## src/rtl/jtag_pkg.sv

```systemverilog
// Shared TAP definitions: 4-bit state codes, default opcodes, IDCODE and IR capture pattern.
package jtag_pkg;

  localparam logic [3:0] TAP_TEST_LOGIC_RESET = 4'd0;
  localparam logic [3:0] TAP_RUN_TEST_IDLE    = 4'd1;
  localparam logic [3:0] TAP_SELECT_DR        = 4'd2;
  localparam logic [3:0] TAP_CAPTURE_DR       = 4'd3;
  localparam logic [3:0] TAP_SHIFT_DR         = 4'd4;
  localparam logic [3:0] TAP_EXIT1_DR         = 4'd5;
  localparam logic [3:0] TAP_PAUSE_DR         = 4'd6;
  localparam logic [3:0] TAP_EXIT2_DR         = 4'd7;
  localparam logic [3:0] TAP_UPDATE_DR        = 4'd8;
  localparam logic [3:0] TAP_SELECT_IR        = 4'd9;
  localparam logic [3:0] TAP_CAPTURE_IR       = 4'd10;
  localparam logic [3:0] TAP_SHIFT_IR         = 4'd11;
  localparam logic [3:0] TAP_EXIT1_IR         = 4'd12;
  localparam logic [3:0] TAP_PAUSE_IR         = 4'd13;
  localparam logic [3:0] TAP_EXIT2_IR         = 4'd14;
  localparam logic [3:0] TAP_UPDATE_IR        = 4'd15;

  localparam logic [3:0]  JTAG_IR_IDCODE  = 4'b1110;
  localparam logic [3:0]  JTAG_IR_USER    = 4'b1010;
  localparam logic [31:0] JTAG_IDCODE     = 32'h000FAF01;
  localparam logic [1:0]  JTAG_IR_CAPTURE = 2'b01;

endpackage

```

## src/rtl/jtag_tap_fsm.sv

```systemverilog
// 16-state TAP controller: state register plus TMS-driven next-state logic on tck rise.
// Latency: state follows tms one tck rise later; no backpressure (tck-paced).
module jtag_tap_fsm
  import jtag_pkg::*;
(
  input  logic       tck,
  input  logic       trst_n,
  input  logic       tms,
  output logic [3:0] state
);

  logic [3:0] r_state;
  logic [3:0] w_next;

  always_ff @(posedge tck or negedge trst_n) begin
    if (!trst_n) r_state <= TAP_TEST_LOGIC_RESET;
    else         r_state <= w_next;
  end

  always_comb begin
    w_next = r_state;
    case (r_state)
      TAP_TEST_LOGIC_RESET: w_next = tms ? TAP_TEST_LOGIC_RESET : TAP_RUN_TEST_IDLE;
      TAP_RUN_TEST_IDLE:    w_next = tms ? TAP_SELECT_DR        : TAP_RUN_TEST_IDLE;
      TAP_SELECT_DR:        w_next = tms ? TAP_SELECT_IR        : TAP_CAPTURE_DR;
      TAP_CAPTURE_DR:       w_next = tms ? TAP_EXIT1_DR         : TAP_SHIFT_DR;
      TAP_SHIFT_DR:         w_next = tms ? TAP_EXIT1_DR         : TAP_SHIFT_DR;
      TAP_EXIT1_DR:         w_next = tms ? TAP_UPDATE_DR        : TAP_PAUSE_DR;
      TAP_PAUSE_DR:         w_next = tms ? TAP_EXIT2_DR         : TAP_PAUSE_DR;
      TAP_EXIT2_DR:         w_next = tms ? TAP_UPDATE_DR        : TAP_SHIFT_DR;
      TAP_UPDATE_DR:        w_next = tms ? TAP_SELECT_DR        : TAP_RUN_TEST_IDLE;
      TAP_SELECT_IR:        w_next = tms ? TAP_TEST_LOGIC_RESET : TAP_CAPTURE_IR;
      TAP_CAPTURE_IR:       w_next = tms ? TAP_EXIT1_IR         : TAP_SHIFT_IR;
      TAP_SHIFT_IR:         w_next = tms ? TAP_EXIT1_IR         : TAP_SHIFT_IR;
      TAP_EXIT1_IR:         w_next = tms ? TAP_UPDATE_IR        : TAP_PAUSE_IR;
      TAP_PAUSE_IR:         w_next = tms ? TAP_EXIT2_IR         : TAP_PAUSE_IR;
      TAP_EXIT2_IR:         w_next = tms ? TAP_UPDATE_IR        : TAP_SHIFT_IR;
      TAP_UPDATE_IR:        w_next = tms ? TAP_SELECT_DR        : TAP_RUN_TEST_IDLE;
      default:              w_next = TAP_TEST_LOGIC_RESET;
    endcase
  end

  assign state = r_state;

endmodule

```

## src/rtl/jtag_tap.sv

```systemverilog
// TAP datapath: IR, IDCODE/BYPASS/user DRs shifted LSB-first, tdo launched on tck fall.
// Latency: user_dr/ir update on the rise leaving Update; tdo half a tck after the shift edge.
module jtag_tap
  import jtag_pkg::*;
#(
  parameter int unsigned          IR_WIDTH     = 4,
  parameter logic [31:0]          IDCODE_VALUE = JTAG_IDCODE,
  parameter logic [IR_WIDTH-1:0]  IR_IDCODE    = IR_WIDTH'(JTAG_IR_IDCODE),
  parameter logic [IR_WIDTH-1:0]  IR_USER      = IR_WIDTH'(JTAG_IR_USER),
  parameter int unsigned          USER_WIDTH   = 8
)(
  input  logic                  tck,
  input  logic                  trst_n,
  input  logic                  tms,
  input  logic                  tdi,
  output logic                  tdo,
  output logic                  tdo_en,
  input  logic [USER_WIDTH-1:0] user_capture,
  output logic [USER_WIDTH-1:0] user_dr,
  output logic                  user_update,
  output logic [IR_WIDTH-1:0]   ir,
  output logic [3:0]            state
);

  logic [3:0]            w_state;
  logic [IR_WIDTH-1:0]   r_ir;
  logic [IR_WIDTH-1:0]   r_ir_sr;
  logic [31:0]           r_idcode_sr;
  logic [USER_WIDTH-1:0] r_user_sr;
  logic [USER_WIDTH-1:0] w_user_shift;
  logic                  r_bypass;
  logic [USER_WIDTH-1:0] r_user_dr;
  logic                  r_user_update;
  logic                  r_tdo;
  logic                  r_tdo_en;
  logic                  w_sel_idcode;
  logic                  w_sel_user;
  logic                  w_dr_lsb;

  jtag_tap_fsm u_fsm (
    .tck    (tck),
    .trst_n (trst_n),
    .tms    (tms),
    .state  (w_state)
  );

  // IDCODE wins if both opcodes are configured identically; everything else is BYPASS.
  assign w_sel_idcode = (r_ir == IR_IDCODE);
  assign w_sel_user   = (r_ir == IR_USER) && !w_sel_idcode;
  assign w_dr_lsb     = w_sel_idcode ? r_idcode_sr[0] :
                        w_sel_user   ? r_user_sr[0]   : r_bypass;

  generate
    if (USER_WIDTH > 1) begin : g_user_wide
      assign w_user_shift = {tdi, r_user_sr[USER_WIDTH-1:1]};
    end else begin : g_user_bit
      assign w_user_shift = tdi;
    end
  endgenerate

  always_ff @(posedge tck or negedge trst_n) begin
    if (!trst_n) begin
      r_ir    <= IR_IDCODE;
      r_ir_sr <= '0;
    end else begin
      case (w_state)
        TAP_TEST_LOGIC_RESET: r_ir    <= IR_IDCODE;
        TAP_CAPTURE_IR:       r_ir_sr <= IR_WIDTH'(JTAG_IR_CAPTURE);
        TAP_SHIFT_IR:         r_ir_sr <= {tdi, r_ir_sr[IR_WIDTH-1:1]};
        TAP_UPDATE_IR:        r_ir    <= r_ir_sr;
        default:              ;
      endcase
    end
  end

  always_ff @(posedge tck or negedge trst_n) begin
    if (!trst_n) begin
      r_idcode_sr <= '0;
      r_user_sr   <= '0;
      r_bypass    <= 1'b0;
    end else if (w_state == TAP_CAPTURE_DR) begin
      if (w_sel_idcode) r_idcode_sr <= IDCODE_VALUE;
      if (w_sel_user)   r_user_sr   <= user_capture;
      if (!w_sel_idcode && !w_sel_user) r_bypass <= 1'b0;
    end else if (w_state == TAP_SHIFT_DR) begin
      if (w_sel_idcode) r_idcode_sr <= {tdi, r_idcode_sr[31:1]};
      if (w_sel_user)   r_user_sr   <= w_user_shift;
      if (!w_sel_idcode && !w_sel_user) r_bypass <= tdi;
    end
  end

  always_ff @(posedge tck or negedge trst_n) begin
    if (!trst_n) begin
      r_user_dr     <= '0;
      r_user_update <= 1'b0;
    end else begin
      r_user_update <= (w_state == TAP_UPDATE_DR) && w_sel_user;
      if ((w_state == TAP_UPDATE_DR) && w_sel_user) r_user_dr <= r_user_sr;
    end
  end

  // Launch on the falling edge so the far end samples a stable bit on the next rise.
  always_ff @(negedge tck or negedge trst_n) begin
    if (!trst_n) begin
      r_tdo    <= 1'b0;
      r_tdo_en <= 1'b0;
    end else if (w_state == TAP_SHIFT_IR) begin
      r_tdo    <= r_ir_sr[0];
      r_tdo_en <= 1'b1;
    end else if (w_state == TAP_SHIFT_DR) begin
      r_tdo    <= w_dr_lsb;
      r_tdo_en <= 1'b1;
    end else begin
      r_tdo    <= 1'b0;
      r_tdo_en <= 1'b0;
    end
  end

  assign tdo         = r_tdo;
  assign tdo_en      = r_tdo_en;
  assign user_dr     = r_user_dr;
  assign user_update = r_user_update;
  assign ir          = r_ir;
  assign state       = w_state;

endmodule

```

## config.mk

```make
export PLATFORM = sky130hd
export DESIGN_NAME = jtag_tap
export DESIGN_NICKNAME = d
export VERILOG_FILES = /design/src/rtl/jtag_pkg.sv /design/src/rtl/jtag_tap_fsm.sv /design/src/rtl/jtag_tap.sv
export SDC_FILE = /design/constraint.sdc
export NUM_CORES = 1
export LEC_CHECK = 0
export ABC_AREA = 1
export CAP_MARGIN = 0
export CORE_AREA = 2 2 80 82
export CTS_BUF_LIST = sky130_fd_sc_hd__clkbuf_4
export DETAILED_ROUTE_END_ITERATION = 12
export DIE_AREA = 0 0 82 84
export PLACE_DENSITY_LB_ADDON = 0.15
export SYNTH_ARGS = -nofsm -noshare
export SYNTH_HDL_FRONTEND = slang
export SYNTH_HIERARCHICAL = 1
export SYNTH_SLANG_ARGS = --single-unit
```

## constraint.sdc

```tcl
create_clock -name tck -period 1.27 [get_ports tck]
set_input_delay 0.254 -clock tck [delete_from_list [all_inputs] [get_ports tck]]
set_output_delay 0.254 -clock tck [all_outputs]
set_load 0.02 [all_outputs]
```

# == Yosys cells after proc, flatten, opt, wreduce, memory -nomap -nowiden ==
# Cells that the tools add are included.
# classes
n_reduce_logical,15
mux,33
eq_ne,21
# op_table
operator,count
32-bit 2-to-1 mux,4
4-bit one-hot mux with 12 select lines,1
"4-bit equality test, second input constant",10
8-bit 2-to-1 mux,4
"4-bit by 3-bit equality test with 1-bit output, second input constant",4
4-bit 2-to-1 mux,4
4-bit one-hot mux with 2 select lines,2
1-bit 2-to-1 mux,13
"4-bit by 2-bit equality test with 1-bit output, second input constant",2
"2-bit inequality test, second input constant",4
2-bit 2-to-1 mux,3
3-bit 2-to-1 mux,2
3-bit AND reduction,2
2-bit nonzero test,3
"4-bit by 1-bit equality test with 1-bit output, second input constant",1
4-bit zero test,1
2-bit OR reduction,2
1-bit logical AND,3
3-bit OR reduction,1
1-bit zero test,2
2-bit AND reduction,1
# totals
out_inout_bits,19
reg_bits,64

# == Longest topological paths before layout ==
# logic_depth
depth_word,8
depth_mapped,9
depth_no_buf,8

# == Hierarchy ==
# Netlist, hierarchy kept.
# modules_own_cells
mod,cells_each,instances,area_each_um2
jtag_tap,331,1,2783.9
jtag_tap_fsm,55,1,335.3

==> impl_metrics.tcl <==
set metrics [dict create \
    die_h_um 84 \
    ant_nets 0 \
    drc_errors 0 \
    cts_tree "yes" \
    outcome "complete, but fails checks" \
    min_path_type "in -> async" \
    pre_cts_slack_ns -0.5732 \
    clkSinkCount 64 \
    setup_tns_ns -20.93 \
    io_buffers 30 \
    viasPerCell 6.014 \
    multi_input_area_um2 1923 \
    most-common-layout-cells "nand2_1 (75), dfrtp_1 (55), nand2_2 (41), buf_6 (39), nand2_4 (38)" \
    clock_path_buffers 2 \
    r2r_slack_ns -0.60 \
    worstPathRequired_ns 0.89 \
    violations "setup timing" \
    drv_cap 0 \
    first_iter_violations 253 \
    grt_pass1_wl_um 16200 \
    grt_max_degree 38 \
    fillCellCount 199 \
    fin_nets 514 \
    synth_ff_type "dfrtp_1" \
    synth_edf_count 0 \
    peakVddDrop_v 0.001572 \
    drt-total-wl_um 12460 \
    yosysWarningCount 6 \
    arrival_ns 1.49 \
    ys_top_cells_by_area "dfrtp_1 (47%), nand2_1 (19%), o21ai_2 (5.9%)" \
    yosysTopAreaCell "dfrtp_1" \
    finalClockSkew_ns 0.03733 \
    final_common_cell "nand2_1" \
    first_global_vias 3330 \
    grt_use_total 0.3137 \
    antenna-diode-count 0 \
    overflow 0 \
    regArea_um2 1610 \
    syn_inst 386 \
    drive_above_1_share 0.5838 \
    dp_hpwl_um 4588 \
    cts.htree.levels 3 \
    relSlewSlack 0.6816 \
    clk_pin_slew_ns 0.12 \
    cts_made_buffers 9 \
    finalHoldViolations 0 \
    ios 31 \
    detail_route.wl_per_cell_um 21.34 \
    die_w_um 82 \
    synth_seq_cells 64 \
    first_pass_iters 7 \
    post_dp_cell_area_um2 3819 \
    rows 29 \
    postSynthAreaPerCell_um2 8.081 \
    final_max_slew_viol_count 0 \
    async_flop_share 1.000 \
    pwr_density_cell_nw_per_um2 2655 \
    place.gp.congestion 0.8030 \
    finalSetupViolations 70 \
    start_kind "register" \
    syn_area_um2 3119 \
    clock_latency_ns 0.43 \
    synth_cell_types 25 \
    grt_setup_unrepaired "true" \
    cts_root_buffer "clkbuf_4" \
    fin_area_um2 5404 \
    setup_ws_ns -0.5953 \
    leakage_uw 0.002730 \
    area_growth_pct 73.24 \
    antenna_found_initial 0 \
    syn-num-nets 398 \
    via_count 3512 \
    floorplan.initialDensity 0.5117 \
    critPathCaptureType "register" \
    path_class "reg -> reg" \
    yosysTopAreaCellShare 0.4733 \
    coreArea_um2 6096 \
    yosysSeqAreaShare 0.5146 \
    tightest_slew_ns 0.4776 \
    dieArea_um2 6888 \
    cp_max_fo 3 \
]
[flip-flops by register name, indices dropped and copies added, names as in the netlist]
name	cells
r_ir_sr	4
r_idcode_sr	32
user_dr	8
ir	4
r_user_sr	8
user_update	1
tdo_en	1
tdo	1
r_bypass	1
u_fsm/state	4
[cells by family (layout without fill, tap and decap cells)]
family	count (synthesis)	after routing	synth area share
buf+inv	59	179	0.08864
flops	64	64	0.5146
simple gates	221	222	0.3016
compound gates	42	42	0.09507
[area by class of cell]
class,count,share of cell area
Inverter,45,0.03774
Timing Repair inverter,1,0.002084
Clock buffer,9,0.01250
Tap cell,77,0.01783
Multi-Input combinational cell,264,0.3559
Clock inverter,7,0.02200
Timing Repair Buffer,117,0.2540
Sequential cell,64,0.2980
[per-layer routing]
metal / up-vias / part of all wire / track usage / wire [um]
met3: 95 / 0.079 / 0.07035 / 981
met5: - / 0 / 0 / 0
met2: 262 / 0.49 / 0.4885 / 6084
li1: 1469 / - / - / -
met1: 1686 / 0.36 / 0.3831 / 4542
met4: 0 / 0.069 / 0.2061 / 855
[through the flow]
stage	util	hold WS, ns	cells	total power [uW]
2_1_floorplan	-	-0.04159	386	6345
3_3_place_gp	0.6264	0.2834	521	7797
3_5_place_dp	0.6264	0.2801	521	7905
4_1_cts	0.8081	0.3661	578	12320
5_1_grt	0.8865	0.3719	584	14900
6_report	0.8865	0.3553	584	14350
[Yosys cell counts (2+ instances only)]
master,count
o21ai_0,4
o21ai_2,21
nor2_2,4
o21ai_1,4
buf_4,2
buf_6,5
dfstp_2,3
a21oi_1,8
o22ai_1,4
inv_2,4
nand3_1,33
buf_2,7
nor3_1,3
inv_1,40
dfrtn_1,2
nand4_1,8
dfrtp_1,59
nor2_1,12
nand2_1,155
nand2_4,3
[timing repair]
item / 4_1_cts / 5_1_grt
pin swaps: 45 / 52
resized for setup: 221 / 126
endpoints found under the setup margin: 78 / 73
hold buffers: 1 / 0
cloned: 11 / 1
buffers inserted: 31 / 13
hold endpoints to repair: 59 / 0
[critical path, stage by stage (launching register included)]
cell and delay, ns:
dfstp_2 0.59, nor2_2 0.07, nand2_4 0.06, nand2_1 0.09, nand2_2 0.09, nand2_1 0.05, nand2_1 0.06, nand2_1 0.04
[where the power goes]
group	switching [uW]	leakage [uW]	internal, uW
registers	792	0.000778	2850
logic	4690	0.00186	4160
clock network	856	0.0000942	999
total	6340	0.00273	8010
[path summary, 6_finish.rpt]
kind	start	end	cells past startpoint
max in group asynchronous	trst_n	tdo_en$_DFF_NN0_	2
worst max register to register	ir[2]$_DFFE_PN1P_	tdo$_DFF_NN0_	7
min in group tck	r_idcode_sr[27]$_DFFE_PN0P_	r_idcode_sr[27]$_DFFE_PN0P_	2
worst min register to register	r_idcode_sr[27]$_DFFE_PN0P_	r_idcode_sr[27]$_DFFE_PN0P_	2
worst max-delay path	ir[2]$_DFFE_PN1P_	tdo$_DFF_NN0_	7
worst min-delay path	trst_n	user_dr[1]$_DFFE_PN0P_	3
Power figures use the tool's default switching activity.
